<file path="config.mk">
export PLATFORM = sky130hd
export DESIGN_NAME = serial_adder_flat
export DESIGN_NICKNAME = d
export VERILOG_FILES = /design/src/rtl/serial_add_pkg.sv /design/src/rtl/serial_adder_if.sv /design/src/rtl/serial_adder_full_add.sv /design/src/rtl/serial_adder.sv /design/src/flat_wrapper.sv
export SDC_FILE = /design/constraint.sdc
export NUM_CORES = 1
export LEC_CHECK = 0
export ABC_CLOCK_PERIOD_IN_PS = 2300
export CAP_MARGIN = 15
export CORE_AREA = 2 2 60 62
export CTS_CLUSTER_SIZE = 14
export DETAILED_ROUTE_END_ITERATION = 10
export DIE_AREA = 0 0 62 64
export PLACE_DENSITY_LB_ADDON = 0.25
export SYNTH_ARGS = -nofsm -noshare
export SYNTH_HDL_FRONTEND = slang
export SYNTH_HIERARCHICAL = 1
export SYNTH_SLANG_ARGS = --single-unit
</file>
<file path="constraint.sdc">
create_clock -name clk -period 2.3 [get_ports clk]
set_input_delay 0.46 -clock clk [delete_from_list [all_inputs] [get_ports clk]]
set_output_delay 0.46 -clock clk [all_outputs]
set_load 0.01 [all_outputs]
</file>
<file path="src/rtl/serial_add_pkg.sv">
// Shared constants for the bit-serial adder: FSM state encoding and default operand width.
package serial_add_pkg;
    localparam logic [1:0] ST_IDLE  = 2'd0;
    localparam logic [1:0] ST_SHIFT = 2'd1;
    localparam logic [1:0] ST_DONE  = 2'd2;

    localparam int SA_WIDTH_DEFAULT = 8;
endpackage

</file>
<file path="src/rtl/serial_adder_if.sv">
// Request/result bundle for serial_adder; ovf exists only when SERIAL_ADD_OVF_EN is defined.
interface serial_adder_if import serial_add_pkg::*; #(
    parameter int WIDTH = SA_WIDTH_DEFAULT
);
    logic             start;
    logic [WIDTH-1:0] a;
    logic [WIDTH-1:0] b;
    logic             busy;
    logic             done;
    logic [WIDTH-1:0] sum;
    logic             cout;
`ifdef SERIAL_ADD_OVF_EN
    logic             ovf;

    modport master (output start, a, b, input busy, done, sum, cout, ovf);
    modport slave  (input start, a, b, output busy, done, sum, cout, ovf);
`else
    modport master (output start, a, b, input busy, done, sum, cout);
    modport slave  (input start, a, b, output busy, done, sum, cout);
`endif
endinterface

</file>
<file path="src/rtl/serial_adder_full_add.sv">
// Single-bit full adder cell, purely combinational.
module full_add (
    output logic s,
    output logic c,
    input  logic x,
    input  logic y,
    input  logic cin
);
    assign s = x ^ y ^ cin;
    assign c = (x & y) | (x & cin) | (y & cin);
endmodule

</file>
<file path="src/rtl/serial_adder.sv">
// Bit-serial LSB-first adder; optional signed-overflow output via SERIAL_ADD_OVF_EN.
// Latency: start-to-done WIDTH+1 clocks, one add per WIDTH+2 clocks.
// Backpressure: none; start is ignored (not queued) while busy or done is high.
module serial_adder import serial_add_pkg::*; #(
    parameter int WIDTH = SA_WIDTH_DEFAULT
) (
    input  logic          clk,
    input  logic          rst_n,
    serial_adder_if.slave bus
);
    localparam int CW = $clog2(WIDTH + 1);

    logic [1:0]       r_state;
    logic [WIDTH-1:0] r_a_sh;
    logic [WIDTH-1:0] r_b_sh;
    logic [WIDTH-1:0] r_res;
    logic [WIDTH-1:0] r_sum;
    logic             r_carry;
    logic             r_cout;
    logic [CW-1:0]    r_cnt;

    logic             w_s;
    logic             w_c;
    logic             w_last;
    logic [WIDTH:0]   w_res_ext;
    logic [WIDTH-1:0] w_res_next;

    full_add u_fa (.s(w_s), .c(w_c), .x(r_a_sh[0]), .y(r_b_sh[0]), .cin(r_carry));

    // New sum bit enters at the MSB; the concatenation keeps this legal for WIDTH=1.
    assign w_res_ext  = {w_s, r_res};
    assign w_res_next = w_res_ext[WIDTH:1];
    assign w_last     = (r_cnt == CW'(WIDTH - 1));

`ifdef SERIAL_ADD_OVF_EN
    logic r_cmsb;
`endif

    always_ff @(posedge clk or negedge rst_n) begin
        if (!rst_n) begin
            r_state <= ST_IDLE;
            r_a_sh  <= '0;
            r_b_sh  <= '0;
            r_res   <= '0;
            r_sum   <= '0;
            r_carry <= 1'b0;
            r_cout  <= 1'b0;
            r_cnt   <= '0;
`ifdef SERIAL_ADD_OVF_EN
            r_cmsb  <= 1'b0;
`endif
        end else begin
            case (r_state)
                ST_IDLE: begin
                    if (bus.start) begin
                        r_a_sh  <= bus.a;
                        r_b_sh  <= bus.b;
                        r_res   <= '0;
                        r_carry <= 1'b0;
                        r_cnt   <= '0;
                        r_state <= ST_SHIFT;
                    end
                end
                ST_SHIFT: begin
                    r_res   <= w_res_next;
                    r_a_sh  <= r_a_sh >> 1;
                    r_b_sh  <= r_b_sh >> 1;
                    r_carry <= w_c;
                    r_cnt   <= r_cnt + CW'(1);
                    // Publish on the final bit so sum/cout are valid exactly when done rises.
                    if (w_last) begin
                        r_sum   <= w_res_next;
                        r_cout  <= w_c;
`ifdef SERIAL_ADD_OVF_EN
                        r_cmsb  <= r_carry;
`endif
                        r_state <= ST_DONE;
                    end
                end
                ST_DONE: r_state <= ST_IDLE;
                default: r_state <= ST_IDLE;
            endcase
        end
    end

    assign bus.busy = (r_state == ST_SHIFT);
    assign bus.done = (r_state == ST_DONE);
    assign bus.sum  = r_sum;
    assign bus.cout = r_cout;
`ifdef SERIAL_ADD_OVF_EN
    assign bus.ovf  = r_cmsb ^ r_cout;
`endif
endmodule
</file>
<file path="src/flat_wrapper.sv">
// flat-port wrapper written by rule: the top's interface ports become plain ports
module serial_adder_flat import serial_add_pkg::*;
#(
    parameter int WIDTH = SA_WIDTH_DEFAULT
)
  (clk, rst_n, bus_start, bus_a, bus_b, bus_busy, bus_done, bus_sum, bus_cout);
  serial_adder_if #(.WIDTH(WIDTH)) bus_i ();
  input  logic clk;
  input  logic rst_n;
  input wire logic [$bits(bus_i.start)-1:0] bus_start;
  input wire logic [$bits(bus_i.a)-1:0] bus_a;
  input wire logic [$bits(bus_i.b)-1:0] bus_b;
  output wire logic [$bits(bus_i.busy)-1:0] bus_busy;
  output wire logic [$bits(bus_i.done)-1:0] bus_done;
  output wire logic [$bits(bus_i.sum)-1:0] bus_sum;
  output wire logic [$bits(bus_i.cout)-1:0] bus_cout;
  assign bus_i.start = bus_start;
  assign bus_i.a = bus_a;
  assign bus_i.b = bus_b;
  assign bus_busy = bus_i.busy;
  assign bus_done = bus_i.done;
  assign bus_sum = bus_i.sum;
  assign bus_cout = bus_i.cout;
  serial_adder #(.WIDTH(WIDTH)) u_core (.clk(clk), .rst_n(rst_n), .bus(bus_i));
endmodule
</file>
### After elaboration in Yosys (flattened, before gate mapping)

Cells that the tools add are included.

* word-level logic and storage cells: 39
* register bits: 40
* input port bits: 19
* output and inout bits: 11

* muxes and demuxes: 13
* add/sub/neg operators: 1
* reduce and logical (&&, ||, !) cells: 5
* bitwise logic cells: 7
* equality and inequality tests: 5

Operator list (count)
* $pmux 8 s2: 3
* $mux 8: 3
* $pmux 4 s2: 1
* $reduce_and 2->1: 3
* $add 4x1->4 const B: 1
* $eq 4x3->1 const B: 1
* $mux 2: 2
* $mux 4: 1
* $pmux 2 s2: 1
* $and 1x1->1: 3
* $eq 2x1->1 const B: 1
* $eq 2x2->1 const B: 1
* $logic_not 2->1: 1
* $ne 2x1->1 const B: 1
* $ne 2x2->1 const B: 1
* $or 1x1->1: 2
* $pmux 1 s2: 1
* $reduce_bool 2->1: 1
* $xor 1x1->1: 2
* $mux 1: 1

### Depth between registers and ports, before layout

Gate-level depths: netlist (run 1).

* depth after elaboration: 4
* depth in mapped cells: 5
* depth with buffers taken out: 4

### Modules after synthesis

Netlist (run 1), hierarchy kept.

Modules (own cells, without submodules)
* serial_adder: sequential area each 975.9 um2, cells an instance 151, area an instance 1710.4 um2, instances 1
* full_add: sequential area each 0.0 um2, cells an instance 1, area an instance 20.0 um2, instances 1

### Worst setup path after synthesis (run 1)

Ideal clock, no wire load.

* path type: register -> output
* from: reg u_core.r_state[1]
* to: out bus_done
* data required time: 1.840 ns
* buffers on the path: 2
* setup slack: 0.810 ns
* stages on the path, launching flop included: 4
* arrival time: 1.030 ns
* cells stage by stage: dfrtp_1 -> buf_2 -> clkbuf_1 -> nor2b_1

* longest elaborated chain between the ends: 1

Ends and longest elaborated chain
* start: declaration: line serial_adder.sv:13 `logic [1:0] r_state;`
* start signal: assignment: line serial_adder.sv:41 `r_state <= ST_IDLE;`
* start signal: assignment: line serial_adder.sv:61 `r_state <= ST_SHIFT;`
* start signal: assignment: line serial_adder.sv:77 `r_state <= ST_DONE;`
* $eq 2x2->1: line serial_adder.sv:87 `assign bus.done = (r_state == ST_DONE);`
* end: declaration: line flat_wrapper.sv:14 `output wire logic [$bits(bus_i.done)-1:0] bus_done;`

Every way passes these cells.

### Worst setup path in the final report (run 1)

Same ends and word-level chain as after synthesis.

==> results of run 1 <==
-- worst max-delay path, stage by stage, from the launching register on --
cell and delay [ns]:
dfrtp_1 0.41, buf_4 0.24, nor2b_1 0.16, clkdlybuf4s50_1 0.54
-- metal layers --
metal | GRT usage [%] | vias up | part of all wire (%)
met5 | 0 | - | 0
met4 | 6.38 | 0 | 1.4
met3 | 5.47 | 7 | 4.4
met2 | 33.3 | 28 | 50
met1 | 25.6 | 672 | 44
li1 | - | 617 | -
-- metrics by stage --
| stage | instances | hold slack [ns] | instance area [sq um] | worst slack, ns | power (mW) |
|---|---|---|---|---|---|
| after floorplan | 152 | 0.164 | 1730 | 0.810 | 1.82 |
| after global placement | 225 | 0.483 | 2090 | 0.567 | 2.18 |
| after detailed placement | 225 | 0.495 | 2090 | 0.539 | 2.23 |
| after CTS | 233 | 0.206 | 2170 | 0.0992 | 2.71 |
| after global routing | 233 | 0.248 | 2170 | 0.0499 | 2.89 |
| final | 233 | 0.177 | 2170 | 0.141 | 2.69 |
-- flip-flops by register name, summed over array words and instances, names as in the netlist --
name and count:
u_core/bus.sum 8, u_core/r_a_sh 8, u_core/r_b_sh 8, u_core/r_res 7, u_core/r_cnt 4, u_core/r_state 2, u_core/bus.cout 1, u_core/r_carry 1
-- logic make-up after synthesis --
family	Yosys count	share of synthesized area [%]
flops	39	56.4
mux	10	6.51
simple gates	31	11.0
buf+inv	11	2.82
compound gates	59	21.4
fa+ha+maj	2	1.88
-- worst min path at each step --
stage          cells past startpoint  slack, ns                   startpoint                            to
6_report                           1       0.18                        rst_n  u_core/r_b_sh[4]$_DFFE_PN0P_
5_1_grt                            1       0.25                        rst_n  u_core/r_b_sh[4]$_DFFE_PN0P_
4_1_cts                            1       0.21                        rst_n  u_core/r_b_sh[4]$_DFFE_PN0P_
3_5_place_dp                       1       0.49  u_core/bus.cout$_DFFE_PN0P_   u_core/bus.cout$_DFFE_PN0P_
3_3_place_gp                       1       0.48  u_core/r_res[1]$_DFFE_PN0P_   u_core/r_res[1]$_DFFE_PN0P_
2_1_floorplan                      0       0.16                        rst_n   u_core/bus.cout$_DFFE_PN0P_
-- synthesized netlist by cell type (all sizes together) --
cell type and count:
or3 1, nand2 5, mux2 10, inv 1
nand3 3, nor3 1, o21ai 17, nor2b 18
a22oi 14, clkbuf 5, dfrtp 39, nand2b 1
nor2 2, fa 1, a21oi 17, a22o 10
o21bai 1, ha 1, buf 5
-- report_power, final --
group | internal, mW | leakage (nW) | total [mW] | switching (mW)
Clock | 0.229 | 0.0452 | 0.471 | 0.242
Combinational | 0.553 | 0.379 | 1.04 | 0.485
Sequential | 0.956 | 0.510 | 1.19 | 0.230
Total | 1.74 | 0.934 | 2.69 | 0.956
-- layout make-up --
type,count,share of cell area (%)
Tap cell,46,2.65
Sequential cell,39,45.0
Inverter,1,0.173
Timing Repair Buffer,37,15.9
Clock buffer,5,1.73
Clock inverter,3,2.02
Multi-Input combinational cell,102,32.5
-- what timing repair did --
item | CTS | global route
resized for setup | 0 | 1
endpoints found under the setup margin | 0 | 1
hold buffers | 0 | 0
==> metrics.md, run 1 <==
| Metric | Value |
|---|---|
| Status | completed |
| Min Tclk post-route | 2.16 ns |
| Vias | 1,324 |
| Residual DRC | 0 |
| Synthesis-to-finish area growth | 25.5% |
| Area of the multi-input gates | 706 sq um |
| PwrDens | 1240 nW/um^2 |
| Largest net degree at the start of global routing | 40 |
| Max-Cap Viols | 0 |
| N_diodes | 0 |
| Number of buffers created by CTS | 5 |
| DR vias/cell | 5.68 |
| Measured slew at the worst slew-check pin | 0.853 ns |
| Most common cell after layout, fill and taps aside | dfrtp_1 |
| Worst rel slew slack | 43.2% |
| Synth top area share | 56.4% |
| Worst r2r dst | u_core/bus.sum[0]$_DFFE_PN0P_ |
| Final hold vios | 0 |
| All-Layer GR Usage | 20.4% |
| Die Y | 64 um |
| Synth unique cells | 23 |
| RSZ-0062 raised after global routing | false |
| I/O pins | 30 |
| Finished Core Util | 66.1% |
| Crit Path Class | register to primary output |
| Remaining antenna violation count | 0 |
| TNS Setup | 0 ns |
| Total gr overflow | 0 |
| Drt pass-1 iters | 4 |
| Number of DRC markers in iteration 0 | 90 |
| FMAX | 463 MHz |
| Crit Reg-Reg Startpoint | u_core/r_cnt[0]$_DFFE_PN0P_ |
| Yosys reg bits | 39 |
| I/O Buffers | 29 |
| Final Wtd Congestion | 0.732 |
| Crit. End Element | primary output |
| R2r worst-path depth | 4 |
| Mean Syn Cell Area | 11.4 sq um |
| Reg clk slew, reported paths | 0.13 ns |
| HPWL Detailed | 2430 um |
| Synth top area cells | dfrtp_1, mux2_2, nor2b_1, a22oi_1, a22o_1 |
| First-pass GRT wire length | 6000 um |
| Critical Path Start Type | register |
| CP Data Required Time | 1.84 ns |
| Fill cell count | 275 |
| TritonCTS clock tree | yes |
| Post CTS Setup Buffer Count | 0 |
| Clk Latency, worst-skew pair | 0.36 ns |
| Vias in the first global route | 1,348 |
| Synth Net Count | 173 |
| Nets | 207 |
| Critical path arrival | 1.70 ns |
| Setup violators final | 0 |
| Crit share post-route | 93.9% |
| Antenna violations before repair | 0 |
| Full die area | 3970 sq um |
| End of the critical path | bus_done |
| Worst Path Max Fanout | 18 |
| Mapped Cells | 152 |
| Maximum VDD drop | 0.661 mV |
| Leak | 0.934 nW |
| Worst Setup SP | u_core/r_state[1]$_DFFE_PN0P_ |
| Most frequent cells in the layout | dfrtp_1, clkdlybuf4s50_1, nor2b_1 |
| Storage cell area | 977 sq um |
| Core area | 3280 sq um |
| Deepest clock path buffer count | 2 |
| YS warnings | 6 |
| Clock Skew | 0.0225 ns |
| Initial Utilization | 52.7% |
| Wire per inst | 15.7 um |
| Cell Rows | 21 |
| Area leader, netlist | dfrtp_1 |
| Sequential area share after synthesis | 56.4% |
| Layout cell share with drive strength beyond 1 | 16.0% |
| Post-Syn Area | 1730 sq um |
| Final Max Slew Viols | 0 |
| Die X | 62 um |
| Total Routed Length | 3650 um |
| Max H-tree Level | 2 |
| Root Buffer | clkbuf_4 |
| FF-to-FF setup slack | 0.71 ns |
| Min-Delay Path Class | input port to async pin |
| Clock sinks | 39 |
No activity file was read; power rests on OpenSTA's default activity.
==> run 2: changes to the inputs <==
--- a/config.mk
+++ b/config.mk
@@ -5,9 +5,9 @@
 export SDC_FILE = /design/constraint.sdc
 export NUM_CORES = 1
 export LEC_CHECK = 0
-export ABC_CLOCK_PERIOD_IN_PS = 2300
 export CAP_MARGIN = 15
 export CORE_AREA = 2 2 60 62
+export CTS_CLUSTER_DIAMETER = 200
 export CTS_CLUSTER_SIZE = 14
 export DETAILED_ROUTE_END_ITERATION = 10
 export DIE_AREA = 0 0 62 64
==> results of run 2 <==
The final DEF is identical to that of run 1; final timing and power are the same.
==> run 3: changes to the inputs <==
--- a/config.mk
+++ b/config.mk
@@ -6,11 +6,12 @@
 export NUM_CORES = 1
 export LEC_CHECK = 0
 export CAP_MARGIN = 15
-export CORE_AREA = 2 2 60 62
-export CTS_CLUSTER_DIAMETER = 200
+export CORE_AREA = 2 2 59 61
+export CTS_BUF_LIST = sky130_fd_sc_hd__clkbuf_8
+export CTS_CLUSTER_DIAMETER = 100
 export CTS_CLUSTER_SIZE = 14
 export DETAILED_ROUTE_END_ITERATION = 10
-export DIE_AREA = 0 0 62 64
+export DIE_AREA = 0 0 61 63
 export PLACE_DENSITY_LB_ADDON = 0.25
 export SYNTH_ARGS = -nofsm -noshare
 export SYNTH_HDL_FRONTEND = slang
==> run 3 against run 2 <==
Total power is 8.2% higher. Highest routed layer unchanged. Wire length rose by 0.96%. Final cell count is 0.43% lower. Combinational power barely moved. Worst setup slack better by 0.083 ns. Die area decreased by 3.2%.
==> metrics.md, run 3 (synthesized netlist as in run 1, its figures left out) <==
| Metric | Value |
|---|---|
| Max-Cap Viols | 0 (unchanged) |
| Layout cell share with drive strength beyond 1 | 15.1% (-0.99 points) |
| TNS Setup | 0 ns (unchanged) |
| Wire per inst | 15.9 um (+1.4%) |
| Full die area | 3840 sq um (-3.2%) |
| Grt met1 use | 28.4% (+2.7 points) |
| Worst r2r dst | u_core/bus.sum[4]$_DFFE_PN0P_ |
| Final Wtd Congestion | 0.748 (+2.1%) |
| R2r worst-path depth | 3 (-1) |
| I/O pins | 30 (unchanged) |
| Maximum VDD drop | 0.715 mV (+8.2%) |
| Initial Utilization | 53.5% (+0.86 points) |
| Clock Skew | 0.00822 ns (-0.0143 ns) |
| Status | completed |
| Reg clk slew, reported paths | 0.08 ns (-0.05 ns) |
| Hold_buf cts | 0 (unchanged) |
| Most frequent cells in the layout | dfrtp_1, clkdlybuf4s50_1, nor2b_1 |
| Worst Slack Setup Final | 0.224 ns (+0.0832 ns) |
| # resized after CTS | 0 (unchanged) |
| M2 GR Usage | 33.2% (-0.13 points) |
| All-Layer GR Usage | 21.8% (+1.4 points) |
| Core area | 3230 sq um (-1.6%) |
| Vias in the first global route | 1,363 (+1.1%) |
| FF-to-FF setup slack | 0.64 ns (-0.07 ns) |
| Min-Delay Path Class | input port to async pin |
| Worst Path Max Fanout | 10 (-8) |
| Critical path arrival | 1.62 ns (-0.08 ns) |
| Clk Latency, worst-skew pair | 0.30 ns (-0.06 ns) |
| Fill cell count | 256 (-6.9%) |
| Nets | 206 (-0.48%) |
| Measured slew at the worst slew-check pin | 0.838 ns (-0.0141 ns) |
| HPWL Detailed | 2390 um (-1.6%) |
| Slowest-stage cell, CP | clkdlybuf4s50_1 |
| Leak | 0.949 nW (+1.6%) |
| N_diodes | 0 (unchanged) |
| FMAX | 482 MHz (+4.0%) |
| DR vias/cell | 5.68 (about the same) |
| Final Max Slew Viols | 0 (unchanged) |
| Residual DRC | 0 (unchanged) |
| First-pass GRT wire length | 6200 um (+3.3%) |
| Most common cell after layout, fill and taps aside | dfrtp_1 |
| TritonCTS clock tree | yes |
| Antenna violations before repair | 0 (unchanged) |
| Place WS | 0.407 ns (-0.133 ns) |
| Worst path bufs/invs | 2 (unchanged) |
| Synthesis-to-finish area growth | 28.1% |
| End of the critical path | bus_busy |
| Clock sinks | 39 (unchanged) |
| Critical Path Start Type | register |
| PwrDens | 1310 nW/um^2 (+5.9%) |
| I/O Buffers | 29 (unchanged) |
| CP top delay family | buffers and inverters |
| Storage cell area | 976 sq um (-0.13%) |
| Crit share post-route | 90.3% (-3.6 points) |
| Die Y | 63 um (-1.6%) |
| Critical path's largest stage delay | 0.53 ns (about the same) |
| Crit Path Class | register to primary output |
| Crit. End Element | primary output |
| Root Buffer | clkbuf_8 |
| Cell Rows | 21 (unchanged) |
| Total Routed Length | 3690 um (+0.96%) |
| Number of buffers created by CTS | 5 (unchanged) |
| Finished Core Util | 68.6% (+2.5 points) |
| Number of DRC markers in iteration 0 | 94 (+4.4%) |
| GRT met3 Usage | 6.42% (+0.95 points) |
| Deepest clock path buffer count | 2 (unchanged) |
| Crit Reg-Reg Startpoint | u_core/r_state[1]$_DFFE_PN0P_ |
| Area of the multi-input gates | 706 sq um (unchanged) |
| Total gr overflow | 0 (unchanged) |
| Max H-tree Level | 2 (unchanged) |
| Largest net degree at the start of global routing | 40 (unchanged) |
| Busiest grt layer | met2 |
| Die X | 61 um (-1.6%) |
| Remaining antenna violation count | 0 (unchanged) |
| RSZ-0062 raised after global routing | false |
| Worst Setup SP | u_core/r_state[1]$_DFFE_PN0P_ |
| Cell Chain, Critical Path | nand2b_4 -> inv_1 -> clkdlybuf4s50_1 |
| Vias | 1,318 (-0.45%) |
| Final hold vios | 0 (unchanged) |
| Worst rel slew slack | 44.1% (+0.94 points) |
| Min Tclk post-route | 2.08 ns (-0.0832 ns) |
| Drt pass-1 iters | 4 (unchanged) |
| Post CTS Setup Buffer Count | 0 (unchanged) |
| CP Depth | 3 (unchanged) |
| Setup violators final | 0 (unchanged) |
| CP Data Required Time | 1.84 ns (about the same) |
==> run 3: worst min path at each step <==
stage	from	endpoint	cells past startpoint
floorplan	rst_n	u_core/bus.cout$_DFFE_PN0P_	0
global placement	u_core/r_res[1]$_DFFE_PN0P_	u_core/r_res[1]$_DFFE_PN0P_	1
detailed placement	u_core/r_res[1]$_DFFE_PN0P_	u_core/r_res[1]$_DFFE_PN0P_	1
CTS	rst_n	u_core/r_a_sh[5]$_DFFE_PN0P_	1
global route	rst_n	u_core/r_carry$_DFFE_PN0P_	1
finish	rst_n	u_core/r_a_sh[5]$_DFFE_PN0P_	1
==> run 3: power by group <==
group          internal, mW  switching [mW]  total, mW
sequential            0.956           0.239       1.19
clock                 0.433           0.252      0.684
combinational         0.554           0.481       1.03
==> run 3: cell type report <==
class	instances	area share (%)
Sequential cell	39	44.0
Multi-Input combinational cell	102	31.8
Timing Repair Buffer	36	15.2
Clock buffer	5	3.10
Clock inverter	3	3.05
Tap cell	46	2.60
Inverter	1	0.169
==> run 3: metal layers <==
layer	routed length [um]	vias up
met4	70	0
met1	1610	655
met2	1800	40
li1	-	616
met5	0	-
met3	202	7
==> run 3: worst reg2reg max path, cell delays in order, from the launching register on <==
cell,delay (ns)
dfrtp_1,0.49
nand2b_4,0.22
nor3_4,0.45
mux2_2,0.40
==> run 3: per-stage QoR <==
stage | hold slack [ns] | total power, mW | area [sq um] | cells
finish | 0.258 | 2.91 | 2220 | 232
global route | 0.343 | 3.11 | 2220 | 232
CTS | 0.288 | 2.94 | 2220 | 232
detailed placement | 0.493 | 2.24 | 2080 | 224
global placement | 0.482 | 2.17 | 2080 | 224
floorplan | 0.164 | 1.82 | 1730 | 152
